File: config.mk
export PLATFORM = sky130hd
export DESIGN_NAME = sram_elem_rmw
export DESIGN_NICKNAME = d
export VERILOG_FILES = /design/src/rtl/sram_elem_rmw.sv
export SDC_FILE = /design/constraint.sdc
export NUM_CORES = 1
export LEC_CHECK = 0
export BUFFER_PORTS_ARGS = -buffer_cell sky130_fd_sc_hd__buf_4
export CAP_MARGIN = 10
export CORE_ASPECT_RATIO = 0.5
export CORE_MARGIN = 3
export CORE_UTILIZATION = 29
export DETAILED_ROUTE_END_ITERATION = 10
export SLEW_MARGIN = 20
export SYNTH_ARGS = -nofsm -noshare
export SYNTH_HDL_FRONTEND = slang
export SYNTH_SLANG_ARGS = --single-unit
File: constraint.sdc
create_clock -name clk -period 3.1 [get_ports clk]
set_input_delay 0.465 -clock clk [delete_from_list [all_inputs] [get_ports clk]]
set_output_delay 0.465 -clock clk [all_outputs]
set_load 0.05 [all_outputs]
File: src/rtl/sram_elem_rmw.sv
// Element-granular read-modify-write front end for one port of a dual-port SRAM.
// Sequences each request through a read cycle and, for writes, a merged write-back.
module sram_elem_rmw #(
    parameter int WIDTH      = 32,
    parameter int ELEM_WIDTH = 8,
    parameter int LG_ELEMS   = 2,
    parameter int LG_DEPTH   = 6
) (
    input  logic                  clk,
    input  logic                  reset_n,
    input  logic                  req_valid,
    output logic                  req_ready,
    input  logic                  req_write,
    input  logic                  req_acc,
    input  logic [LG_DEPTH-1:0]   req_addr,
    input  logic [LG_ELEMS-1:0]   req_elem,
    input  logic [ELEM_WIDTH-1:0] req_data,
    output logic                  resp_valid,
    output logic [WIDTH-1:0]      resp_data,
    output logic [LG_DEPTH-1:0]   sram_addr,
    output logic [WIDTH-1:0]      sram_din,
    output logic                  sram_we,
    input  logic [WIDTH-1:0]      sram_dout
);

    localparam int ELEMS = WIDTH / ELEM_WIDTH;

    typedef enum logic [1:0] {
        IDLE = 2'd0,
        RD   = 2'd1,
        MOD  = 2'd2
    } state_t;

    state_t                state, next_state;
    logic                  write_q;
    logic                  acc_q;
    logic [LG_DEPTH-1:0]   addr_q;
    logic [LG_ELEMS-1:0]   elem_q;
    logic [ELEM_WIDTH-1:0] data_q;
    logic [WIDTH-1:0]      merged;

    // NOTE: sequential state uses non-blocking assignments so every register
    // samples the pre-edge values, independent of block ordering.
    always_ff @(posedge clk or negedge reset_n) begin
        if (!reset_n) begin
            state   <= IDLE;
            write_q <= 1'b0;
            acc_q   <= 1'b0;
            addr_q  <= '0;
            elem_q  <= '0;
            data_q  <= '0;
        end else begin
            state <= next_state;
            if (req_valid && req_ready) begin
                write_q <= req_write;
                acc_q   <= req_acc;
                addr_q  <= req_addr;
                elem_q  <= req_elem;
                data_q  <= req_data;
            end
        end
    end

    // Replace only the selected element; accumulate wraps modulo 2^ELEM_WIDTH.
    always_comb begin
        merged = sram_dout;
        for (int i = 0; i < ELEMS; i++) begin
            if (elem_q == LG_ELEMS'(i)) begin
                if (acc_q)
                    merged[i*ELEM_WIDTH +: ELEM_WIDTH] =
                        sram_dout[i*ELEM_WIDTH +: ELEM_WIDTH] + data_q;
                else
                    merged[i*ELEM_WIDTH +: ELEM_WIDTH] = data_q;
            end
        end
    end

    // NOTE: every output gets a default before the case so no path leaves a
    // signal unassigned, which would otherwise infer a latch.
    always_comb begin
        next_state = state;
        req_ready  = 1'b0;
        sram_we    = 1'b0;
        resp_valid = 1'b0;
        sram_din   = '0;
        resp_data  = '0;
        sram_addr  = addr_q;
        case (state)
            IDLE: begin
                req_ready = 1'b1;
                if (req_valid)
                    next_state = RD;
            end
            RD: begin
                next_state = MOD;
            end
            MOD: begin
                next_state = IDLE;
                if (write_q) begin
                    sram_we  = 1'b1;
                    sram_din = merged;
                end else begin
                    resp_valid = 1'b1;
                    resp_data  = sram_dout;
                end
            end
            default: begin
                next_state = IDLE;
            end
        endcase
    end

endmodule

# After elaboration in Yosys (flattened, before gate mapping)
# Cells that the tools add are included.
# totals
register_bits	20
latchBits	0
mem_bits_rw	0
rom_bits	0
in_bits	53
n_memories	0
# op_classes
n_addsub	4
n_mul	0
div	0
magnitude_cmp	0
eq_ne	6
shifts	0
mux	19
bitwise_logic	0
reduce_logical	3
# op_table
cell	count
$mux W32	4
$mux W8	8
$add A8 B8 Y8	4
$eq A2 B2 Y1 const B	3
$mux W1	5
$eq A2 B1 Y1 const B	2
$logic_not A2 Y1	2
$pmux W2 S2	1
$mux W2	1
$ne A2 B2 Y1 const B	1
$logic_and A1 B1 Y1	1

# Longest topological paths before layout
# Gate-level depths: netlist of the first run.
# logic_depth
ltp_word	5
mapped_depth	8
depth_no_buf	8

# Worst setup path before layout of the first run
# OpenSTA, ideal clock, no wires.
# synth_timing
path_kind	input to output
startpoint	input port sram_dout[16]
endpoint	output port sram_din[22]
arrival_ns	2.693
slack_ns	-0.058
stages	7
path_cell_list	ha_1 -> fa_1 -> a21o_1 -> a21o_2 -> a2111oi_0 -> a41oi_1 -> a31oi_1
# synth_via
elab_chain_len	5
# synth_lines
element	line_no	rtl
from (decl)	23	input logic [WIDTH-1:0] sram_dout
$add A8 B8 Y8	71	sram_dout[i*ELEM_WIDTH +: ELEM_WIDTH] + data_q;
$mux W8	69	if (acc_q)
$mux W8	68	if (elem_q == LG_ELEMS'(i)) begin
$mux W32	99	if (write_q) begin
$mux W32	88	case (state)
to (decl)	21	output logic [WIDTH-1:0] sram_din,
# No other way between the ends.

# Worst setup path in the final report of the first run
# layout_timing
startpoint	register data_q[0]
endpoint	output port sram_din[22]
# layout_via
elab_chain_len	5
# layout_lines
element	line_no	rtl
from (decl)	39	logic [ELEM_WIDTH-1:0] data_q;
from (signal assigned)	59	data_q <= req_data;
$add A8 B8 Y8	71	
$mux W8	69	
$mux W8	68	
$mux W32	99	
$mux W32	88	
# No other way between the ends.

==> out/metrics.yaml, run 1 <==
run_status:
  status: "finished, final reports clean"
timing:
  finalSetupViolCount: 0
  relSlewSlack_pct: 44.0
  clock.fmax_mhz: 334
  layout_worst_path_cycle_share_pct: 96.5
  hold-worst-slack_ns: 0.0823
  period_needed_ns: 2.99
  finClkSkew_ns: 0.00278
  hold_viol: 0
  worst_pin_slew_ns: 0.839
  setup_ws_ns: 0.109
  maxSlewViolCount: 0
logic_synthesis:
  ys_seq_area_share_pct: 17.4
  synth_nets: 452
  ys_ff_latch: 20
  synth_cell_type_count: 54
  synthArstFlopShare_pct: 100
  synth_edf_count: 0
  synth_area_per_cell_um2: 7.84
  synth_warnings: 0
  netlist_area_um2: 2880
  ys_dominant_reg_cell: "dfrtp_1"
  synthCells: 367
worst_setup_path:
  start_kind: "register"
  crit_fanout: 6
  crit_chain: "ha_1 > fa_2 > a21o_1 > a21o_2 > a2111oi_2 > a41oi_1 > a31oi_2 > buf_6"
  path_class: "reg2out"
  cpMaxStageDelayCell: "dfrtp_2"
  worstSetupEndpointType: "output port"
  slowest_delay_ns: 0.46
  r2r_slack_ns: 1.28
  required_ns: 2.63
  arrival_ns: 2.53
clock_network:
  cts_tree: "built"
  root_buffer: "clkbuf_16"
  cts_sinks: 20
  clkTransAtPathRegs_ns: 0.06
  cts_buffers: 3
  clock_latency_ns: 0.25
  ctsHoldBuffers: 0
  clockBufferDepth: 2
  h-tree-depth: 1
final_layout:
  drive_above_1_share_pct: 36.7
  area_growth_pct: 43.1
  design_area_um2: 4120
  diodes: 0
  seqCellArea_um2: 504
  fin_nets: 568
  multi_input_comb_area_um2: 2320
  instances_no_fill: 612
  final_common_cell: "buf_4"
  layout_common_cells: "130 x buf_4, 47 x a21oi_1, 34 x and2_1"
  nFillCells: 924
global_routing:
  use_met2_pct: 29.2
  grt_use_total_pct: 17.5
  met3_usage_pct: 1.19
  antenna_found_initial: 0
  grt_max_degree: 34
  grtUsageMet1_pct: 25.5
  grt_pass1_vias: 3132
  grt_busiest_layer: "met2"
  grt_pass1_wl_mm: 16.6
  grt_overflow: 0
floorplanning:
  die_y_um: 76.4
  initial_utilization_pct: 31.4
  die_x_um: 147
  dieArea_um2: 11200
  ios: 126
  coreArea_um2: 9160
  rows: 24
placed_design:
  pre_cts_ws_ns: 0.121
  dpl.cell_count: 608
  gp_congestion: 0.856
  place_area_um2: 3960
  place.port_buffers: 125
  dp_hpwl_mm: 7.88
drt:
  drt_drc_violations_left: 0
  dr.pass1.iters: 5
  wl_mm: 10.0
  vias: 3144
  routedWlPerCell_um: 16.4
  antenna_left: 0
  drt_iter0_markers: 194
  via_per_inst: 5.14
run:
  max-cap-violations: 0
power_and_ir_drop:
  peakVddDrop_uv: 404
  power_density_nw_per_um2: 618
  p_leak_nw: 1.92
worst_hold_path:
  hold_class: "in2async"
## sequential cells by signal, summed over array words and instances, names as in the netlist
name,flops
acc_q,1
data_q,8
elem_q,2
sram_addr,6
state,2
write_q,1
## kinds of logic (layout without fill, tap and decap cells)
group                    after synthesis  count (layout)  synth area share [%]
AO/OA/AOI/OAI                        135             135                  29.2
multiplexers                          20              20                  7.79
AND/OR/NAND/NOR                      119             119                  22.8
XOR/XNOR                              13              13                  3.96
buffers and inverters                 28             143                  3.91
flip-flops                            20              20                  17.4
adder cells (fa/ha/maj)               32              32                  15.0
## repair_timing
action                                  4_1_cts  5_1_grt
pin swaps                                     0        2
gates resized for setup                       3       14
endpoints found under the setup margin        1        9
hold endpoints to repair                      0        0
buffers inserted                              0        0
## metal layers
| metal | vias to the layer above | wire length, um |
|---|---|---|
| met1 | 1475 | 4870 |
| met3 | 4 | 416 |
| met5 | - | 0 |
| li1 | 1592 | - |
| met2 | 73 | 4700 |
| met4 | 0 | 51 |
## area by class of cell
cell class                      instances  area share (%)
Timing Repair Buffer                  132            24.3
Sequential cell                        20            12.3
Clock buffer                            3            1.82
Tap cell                              130            3.95
Clock inverter                          1           0.730
Inverter                                7           0.638
Multi-Input combinational cell        319            56.3
## power breakdown
group	switching, mW	internal (mW)	total (mW)
Clock	0.0960	0.256	0.352
Sequential	0.141	0.327	0.468
Combinational	1.05	0.679	1.72
Total	1.28	1.26	2.54
## worst max-delay path: cells and delay by family (launching register included)
family                     cells  cell delay [ns]
buffers and inverters          1             0.18
DFF                            1             0.46
adders and majority gates      2             0.59
AOI/OAI and AO/OA              5             1.04
## path summary, 6_finish.rpt
| kind | to | cells after the start | start |
|---|---|---|---|
| max in group asynchronous | data_q[0]$_DFFE_PN0P_ | 1 | reset_n |
| setup / recovery | sram_din[22] | 8 | data_q[0]$_DFFE_PN0P_ |
| setup reg to reg | data_q[0]$_DFFE_PN0P_ | 3 | state[1]$_DFFE_PN0P_ |
| min in group clk | sram_addr[4]$_DFFE_PN0P_ | 2 | req_addr[4] |
| hold / removal | sram_addr[1]$_DFFE_PN0P_ | 1 | reset_n |
| hold reg to reg | state[1]$_DFFE_PN0P_ | 1 | state[1]$_DFFE_PN0P_ |
## metrics by stage
stage | util, % | total power [mW] | TNS (ns)
after detailed placement | 43.2 | 2.14 | 0
after global placement | 43.2 | 2.13 | 0
after global routing | 44.9 | 2.77 | -0.000340
after floorplan | - | 1.67 | 0
after CTS | 44.4 | 2.51 | 0
final | 44.9 | 2.54 | 0
## Yosys cell counts (8+ instances only)
| cell | count | area (um2) |
|---|---|---|
| a21oi_1 | 51 | 255 |
| ha_1 | 28 | 350 |
| a31oi_1 | 9 | 56.3 |
| nand2_1 | 16 | 60.1 |
| nand2b_1 | 8 | 50.1 |
| mux2_2 | 19 | 214 |
| dfrtp_1 | 20 | 500 |
| o21ai_0 | 28 | 140 |
| nor2b_1 | 10 | 62.6 |
| nor2_1 | 23 | 86.3 |
| and2_1 | 34 | 213 |
| a21o_1 | 12 | 90.1 |
| clkbuf_1 | 14 | 52.6 |
| xnor2_1 | 9 | 78.8 |
Power figures use the tool's default switching activity.
==> run 2: changes to the inputs <==
--- a/config.mk
+++ b/config.mk
@@ -11,6 +11,7 @@
 export CORE_MARGIN = 3
 export CORE_UTILIZATION = 29
 export DETAILED_ROUTE_END_ITERATION = 10
+export GPL_TIMING_DRIVEN = 0
 export SLEW_MARGIN = 20
 export SYNTH_ARGS = -nofsm -noshare
 export SYNTH_HDL_FRONTEND = slang
==> run 2 against run 1 <==
Compared with the run above:
- combinational power grew 6%
- clock-buffer cell count stayed put
- wire length grew 8.6%
- register-to-register slack got worse by 0.08 ns
- die area did not move
- power up 2.1%
- largest cell class unchanged
- highest routed layer unchanged
==> out/metrics.yaml, run 2 (same netlist as run 1, synthesis figures left out) <==
floorplanning:
  rows: 24  # unchanged
  coreArea_um2: 9160  # unchanged
  ios: 126  # unchanged
  die_x_um: 147  # unchanged
  die_y_um: 76.4  # unchanged
  initial_utilization_pct: 31.4  # unchanged
  dieArea_um2: 11200  # unchanged
clock_network:
  cts_tree: "built"
  root_buffer: "clkbuf_16"
  cts_sinks: 20  # unchanged
  cts_buffers: 3  # unchanged
  clockBufferDepth: 2  # unchanged
  post-cts-setup-buffers: 0  # unchanged
  clkTransAtPathRegs_ns: 0.06  # about the same
  h-tree-depth: 1  # unchanged
  clock_latency_ns: 0.25  # about the same
worst_hold_path:
  hold_class: "in2async"
drt:
  drt_iter0_markers: 210  # +8.2%
  vias: 3231  # +2.8%
  routedWlPerCell_um: 17.4  # +6.1%
  via_per_inst: 5.16  # +0.47%
  antenna_left: 0  # unchanged
  dr.pass1.iters: 4  # -1
  drt_drc_violations_left: 0  # unchanged
  wl_mm: 10.9  # +8.6%
final_layout:
  drive_above_1_share_pct: 35.3  # -1.4 points
  layout_common_cells: "123 x buf_4, 47 x a21oi_1, 34 x and2_1"
  post-route-util_pct: 45.4  # +0.45 points
  nFillCells: 943  # +2.1%
  largest_reg_flops: 8  # unchanged
  multi_input_comb_area_um2: 2330  # +0.32%
  regMostFlops: "data_q"
  area_growth_pct: 44.5
  diodes: 0  # unchanged
  seqCellArea_um2: 504  # unchanged
  final_common_cell: "buf_4"
  fin_nets: 582  # +2.5%
run:
  max-cap-violations: 0  # unchanged
run_status:
  status: "finished, final reports clean"
worst_setup_path:
  r2r_slack_ns: 1.20  # -0.08 ns
  path_class: "reg2out"
  start_kind: "register"
  rr_startpoint: "acc_q$_DFFE_PN0P_"
  worstSetupEndpointType: "output port"
  crit_chain: "ha_1 > fa_2 > a21o_1 > a21o_2 > a2111oi_4 > a41oi_1 > a31oi_2 > buf_6"
  r2r_cells: 4  # +1
  slowest_delay_ns: 0.48  # +0.02 ns
  cp-startpoint: "data_q[0]$_DFFE_PN0P_"
  required_ns: 2.63  # about the same
  cpMaxStageDelayCell: "dfrtp_2"
  worstReg2RegEnd: "acc_q$_DFFE_PN0P_"
  crit_fanout: 6  # unchanged
  arrival_ns: 2.55  # +0.02 ns
timing:
  period_needed_ns: 3.01  # +0.0203 ns
  layout_worst_path_cycle_share_pct: 97.1  # +0.66 points
  relSlewSlack_pct: 34.0  # -10 points
  rsz0062_at_grt: "yes"
  hold_viol: 0  # unchanged
  worst_pin_slew_ns: 0.988  # +0.148 ns
  finalSetupViolCount: 0  # unchanged
  finClkSkew_ns: 0.00299  # +0.000210 ns
  clock.fmax_mhz: 332  # -0.67%
  finalSetupTns_ns: 0  # unchanged
  maxSlewViolCount: 0  # unchanged
global_routing:
  grt_pass1_wl_mm: 17.2  # +3.4%
  grt_use_total_pct: 18.6  # +1.0 points
  grt_pass1_vias: 3107  # -0.80%
  grt_overflow: 0  # unchanged
  grt_max_degree: 21  # -38%
  antenna_found_initial: 0  # unchanged
power_and_ir_drop:
  p_leak_nw: 1.92  # +0.40%
  internal_power_mw: 1.27  # +0.53%
  p_comb_share_pct: 69.9  # +2.1 points
  peakVddDrop_uv: 455  # +13%
  swShare_pct: 51.2  # +0.75 points
  clkPwrFrac_pct: 13.5  # -0.3 points
  power_density_nw_per_um2: 625  # +1.1%
  seqPwrFrac_pct: 16.6  # -1.8 points
  power.switching_mw: 1.33  # +3.6%
placed_design:
  dp_hpwl_mm: 8.65  # +9.8%
  place.port_buffers: 125  # unchanged
  gp_congestion: 0.895  # +4.5%
run 2: cell count changes in the layout (fill, tap and decap cells not counted), sizes merged:
cell and change:
clkbuf +14
run 2: final cells by class:
cell class	instances	area share, %
buffer	21	2.08
clock buffer	3	1.81
clock inverter	1	0.722
inverter	7	0.632
multi-input combinational	319	56.0
sequential	20	12.1
tap	130	3.91
timing repair buffer	125	22.8
run 2: worst max-delay path, delay by kind of cell (launching register included):
kind            cells  cell delay (ns)
fa+ha+maj           2             0.62
flops               1             0.48
compound gates      5             1.02
buf+inv             1             0.18
run 2: metrics by stage:
stage	setup WS (ns)	hold WS, ns	instance area (um2)	instances	total power [mW]
global route	-0.0143	0.0897	4160	626	2.80
CTS	0.00951	0.0825	4110	626	2.56
floorplan	0.0538	0.169	2890	367	1.67
finish	0.0885	0.0791	4160	626	2.60
detailed placement	0.130	0.358	3990	622	2.19
global placement	0.136	0.359	3990	622	2.18
run 2: metal layers:
metal | part of all wire, % | track usage [%] | vias up | wire length, um
li1 | - | - | 1615 | -
met1 | 47 | 27.1 | 1526 | 5140
met2 | 46 | 30.6 | 86 | 5050
met3 | 6.2 | 1.54 | 4 | 676
met4 | 0.29 | 2.25 | 0 | 32
met5 | 0 | 0 | - | 0
run 2: repair_timing:
action	CTS	global route
setup endpoints to repair	2	6
hold buffers	0	0
pin swaps	0	0
gates resized for setup	7	11
run 2: worst max-delay path by stage:
stage / to / slack, ns / cells past startpoint
CTS: sram_din[14] / 0.01 / 8
global route: sram_din[22] / -0.01 / 8
global placement: sram_din[22] / 0.14 / 9
floorplan: sram_din[3] / 0.05 / 6
finish: sram_din[22] / 0.09 / 8
detailed placement: sram_din[22] / 0.13 / 9
run 2: power groups by stage:
stage	logic (mW)	registers [mW]	clock network, mW
4_1_cts	1.77	0.428	0.363
2_1_floorplan	1.22	0.455	0
3_5_place_dp	1.76	0.430	0
3_3_place_gp	1.75	0.427	0
5_1_grt	1.99	0.438	0.374
6_report	1.82	0.431	0.352
==> run 3: changes to the inputs <==
--- a/config.mk
+++ b/config.mk
@@ -5,6 +5,7 @@
 export SDC_FILE = /design/constraint.sdc
 export NUM_CORES = 1
 export LEC_CHECK = 0
+export ABC_AREA = 1
 export BUFFER_PORTS_ARGS = -buffer_cell sky130_fd_sc_hd__buf_4
 export CAP_MARGIN = 10
 export CORE_ASPECT_RATIO = 0.5
@@ -12,6 +13,7 @@
 export CORE_UTILIZATION = 29
 export DETAILED_ROUTE_END_ITERATION = 10
 export GPL_TIMING_DRIVEN = 0
+export SETUP_SLACK_MARGIN = 0.15
 export SLEW_MARGIN = 20
 export SYNTH_ARGS = -nofsm -noshare
 export SYNTH_HDL_FRONTEND = slang
==> run 3 against run 2 <==
Compared with the run above:
- utilization is 1.9 points lower
- final cell count rose by 28%
- sequential power is 2% lower
- critical endpoint is now sram_din[2]
==> out/metrics.yaml, run 3 <==
timing:
  maxSlewViolCount: 0  # unchanged
  period_needed_ns: 2.79  # -0.223 ns
  rsz0062_at_grt: "no"
  finalSetupViolCount: 0  # unchanged
  relSlewSlack_pct: 63.1  # +29 points
  layout_worst_path_cycle_share_pct: 90.0  # -7.2 points
  hold_viol: 0  # unchanged
  finClkSkew_ns: 0.00193  # -0.00106 ns
  hold-worst-slack_ns: 0.0823  # +0.00322 ns
  worst_pin_slew_ns: 0.554  # -0.433 ns
  finalSetupTns_ns: 0  # unchanged
  clock.fmax_mhz: 359  # +8.0%
final_layout:
  regMostFlops: "data_q"
  largest_reg_flops: 8  # unchanged
  nFillCells: 1077  # +14%
  fin_nets: 754  # +30%
  design_area_um2: 4290  # +3.3%
  layout_common_cells: "181 x nand2_1, 129 x buf_4, 62 x nor2_1"
  drive_above_1_share_pct: 25.0  # -10 points
  area_growth_pct: 39.3
  diodes: 0  # unchanged
  final_common_cell: "nand2_1"
global_routing:
  grt_overflow: 0  # unchanged
  grt_max_degree: 21  # unchanged
  grt_pass1_wl_mm: 17.3  # +0.60%
  antenna_found_initial: 0  # unchanged
  grt_pass1_vias: 3393  # +9.2%
  grt_use_total_pct: 18.2  # -0.36 points
drt:
  wl_met1_mm: 5.52  # +7.4%
  dr.pass1.iters: 4  # unchanged
  top_layer_used: "met4"
  met2WireLength_mm: 4.96  # -1.8%
  routedWlPerCell_um: 14.0  # -20%
  vias: 3770  # +17%
  via_per_inst: 4.69  # -9.0%
  drt_iter0_markers: 226  # +7.6%
  antenna_left: 0  # unchanged
  dr_wl_met3_um: 695  # +2.8%
  drt_drc_violations_left: 0  # unchanged
  wl_mm: 11.2  # +3.2%
logic_synthesis:
  ys_ff_latch: 20  # unchanged
  ys_dominant_reg_cell: "dfrtp_1"
  netlist_area_um2: 3080  # +7.1%
  synth_top_area_share_pct: 22.0  # +4.6 points
  synth_edf_count: 0  # unchanged
  yosysTopAreaCell: "nand2_1"
  synthArstFlopShare_pct: 100  # unchanged
  synthCells: 539  # +47%
  synth_warnings: 0  # unchanged
  synth_area_leaders: "nand2_1 22%, dfrtp_1 16%, ha_1 11%"
  synth_area_per_cell_um2: 5.72  # -27%
  ys_seq_area_share_pct: 16.2  # -1.2 points
  synthTopCellsByCount: "181 x nand2_1, 62 x nor2_1, 56 x inv_1"
  synth_cell_type_count: 26  # -52%
  yosysMostFrequentCell: "nand2_1"
  synth_nets: 624  # +38%
clock_network:
  clock_latency_ns: 0.25  # about the same
  h-tree-depth: 1  # unchanged
  cts_sinks: 20  # unchanged
  clockBufferDepth: 2  # unchanged
  cts_tree: "built"
  root_buffer: "clkbuf_16"
  clkTransAtPathRegs_ns: 0.06  # about the same
  cts_buffers: 3  # unchanged
  post_cts_resized: 0  # -7
  ctsHoldBuffers: 0  # unchanged
  post-cts-setup-buffers: 0  # unchanged
floorplanning:
  ios: 126  # unchanged
  die_x_um: 152  # +3.4%
  coreArea_um2: 9880  # +7.9%
  dieArea_um2: 12000  # +6.7%
  rows: 25  # +4.2%
  initial_utilization_pct: 31.2  # -0.23 points
  die_y_um: 78.9  # +3.2%
placed_design:
  gp_congestion: 0.918  # +2.7%
  dp_hpwl_mm: 8.88  # +2.7%
  place.port_buffers: 125  # unchanged
  place_area_um2: 4190  # +5.1%
run_status:
  status: "finished, final reports clean"
power_and_ir_drop:
  p_leak_nw: 2.44  # +27%
  peakVddDrop_uv: 332  # -27%
  power_density_nw_per_um2: 566  # -9.4%
worst_setup_path:
  slowest_delay_ns: 0.48  # about the same
  path_common_cell: "o21ai_0"
  path_class: "reg2out"
  arrival_ns: 2.32  # -0.23 ns
  worstSetupEndpointType: "output port"
  crit_fanout: 6  # unchanged
  cpMaxStageDelayCell: "dfrtp_1"
  start_kind: "register"
  crit_chain: "ha_1 > fa_1 > or2_2 > a21oi_1 > o21ai_0 > o21ai_0 > nor2_1 > buf_4"
  required_ns: 2.63  # about the same
worst_hold_path:
  hold_class: "in2async"
run:
  max-cap-violations: 0  # unchanged
## run 3: cell count changes in the layout (fill, tap and decap cells not counted), moves of 12 or more
cell,delta
mux2_2,-19
nand2_1,+165
nor2_1,+39
a21o_1,-12
inv_1,+49
nand3_1,+38
and2_1,-34
## run 3: final cells by class
cell class	count	area (um2)	area share [%]
Buffer	21	131	3.06
Clock buffer	3	75.1	1.75
Clock inverter	1	30.0	0.699
Inverter	63	238	5.54
Multi-Input combinational cell	435	2210	51.5
Sequential cell	20	500	11.7
Tap cell	135	169	3.93
Timing Repair Buffer	125	938	21.9
## run 3: critical path: cells and delay by family (launching register included)
kind,cells,cell delay (ns)
DFF,1,0.48
adders and majority gates,2,0.71
AOI/OAI and AO/OA,3,0.31
and+or+nand+nor,2,0.37
buffers and inverters,1,0.20
## run 3: final timing paths
| check | from | end | slack [ns] | cells after the start |
|---|---|---|---|---|
| setup / recovery | data_q[0]$_DFFE_PN0P_ | sram_din[2] | 0.31 | 8 |
| hold / removal | reset_n | sram_addr[5]$_DFFE_PN0P_ | 0.08 | 1 |
| setup reg to reg | state[1]$_DFFE_PN0P_ | data_q[1]$_DFFE_PN0P_ | 1.82 | 5 |
| hold reg to reg | state[1]$_DFFE_PN0P_ | state[1]$_DFFE_PN0P_ | 0.45 | 1 |
| max in group asynchronous | reset_n | acc_q$_DFFE_PN0P_ | 2.81 | 1 |
| min in group clk | req_addr[4] | sram_addr[4]$_DFFE_PN0P_ | 0.40 | 3 |
## run 3: cells by family after synthesis
kind of cell | share of synthesized area, %
XOR/XNOR | 1.14
AND/OR/NAND/NOR | 42.0
buffers and inverters | 12.0
flip-flops | 16.2
AO/OA/AOI/OAI | 14.7
adder cells (fa/ha/maj) | 14.0
## run 3: through the flow
stage	worst slack (ns)	power [mW]	instances	util (%)
floorplan	0.425	1.58	539	-
global placement	0.542	2.06	799	42.4
detailed placement	0.534	2.07	799	42.4
CTS	0.327	2.43	803	43.4
global route	0.155	2.66	803	43.4
finish	0.311	2.43	803	43.4
## run 3: power by group
group	total [mW]	switching, mW	internal, mW	leakage, nW
clock network	0.348	0.0919	0.256	0.0511
logic	1.66	1.10	0.560	2.14
registers	0.424	0.105	0.320	0.248
total	2.43	1.30	1.14	2.44
## run 3: per-layer routing
layer | vias to the layer above | global-route usage [%]
li1 | 1981 | -
met1 | 1681 | 26.7
met2 | 100 | 29.8
met3 | 8 | 1.48
met4 | 0 | 2.69
met5 | - | 0
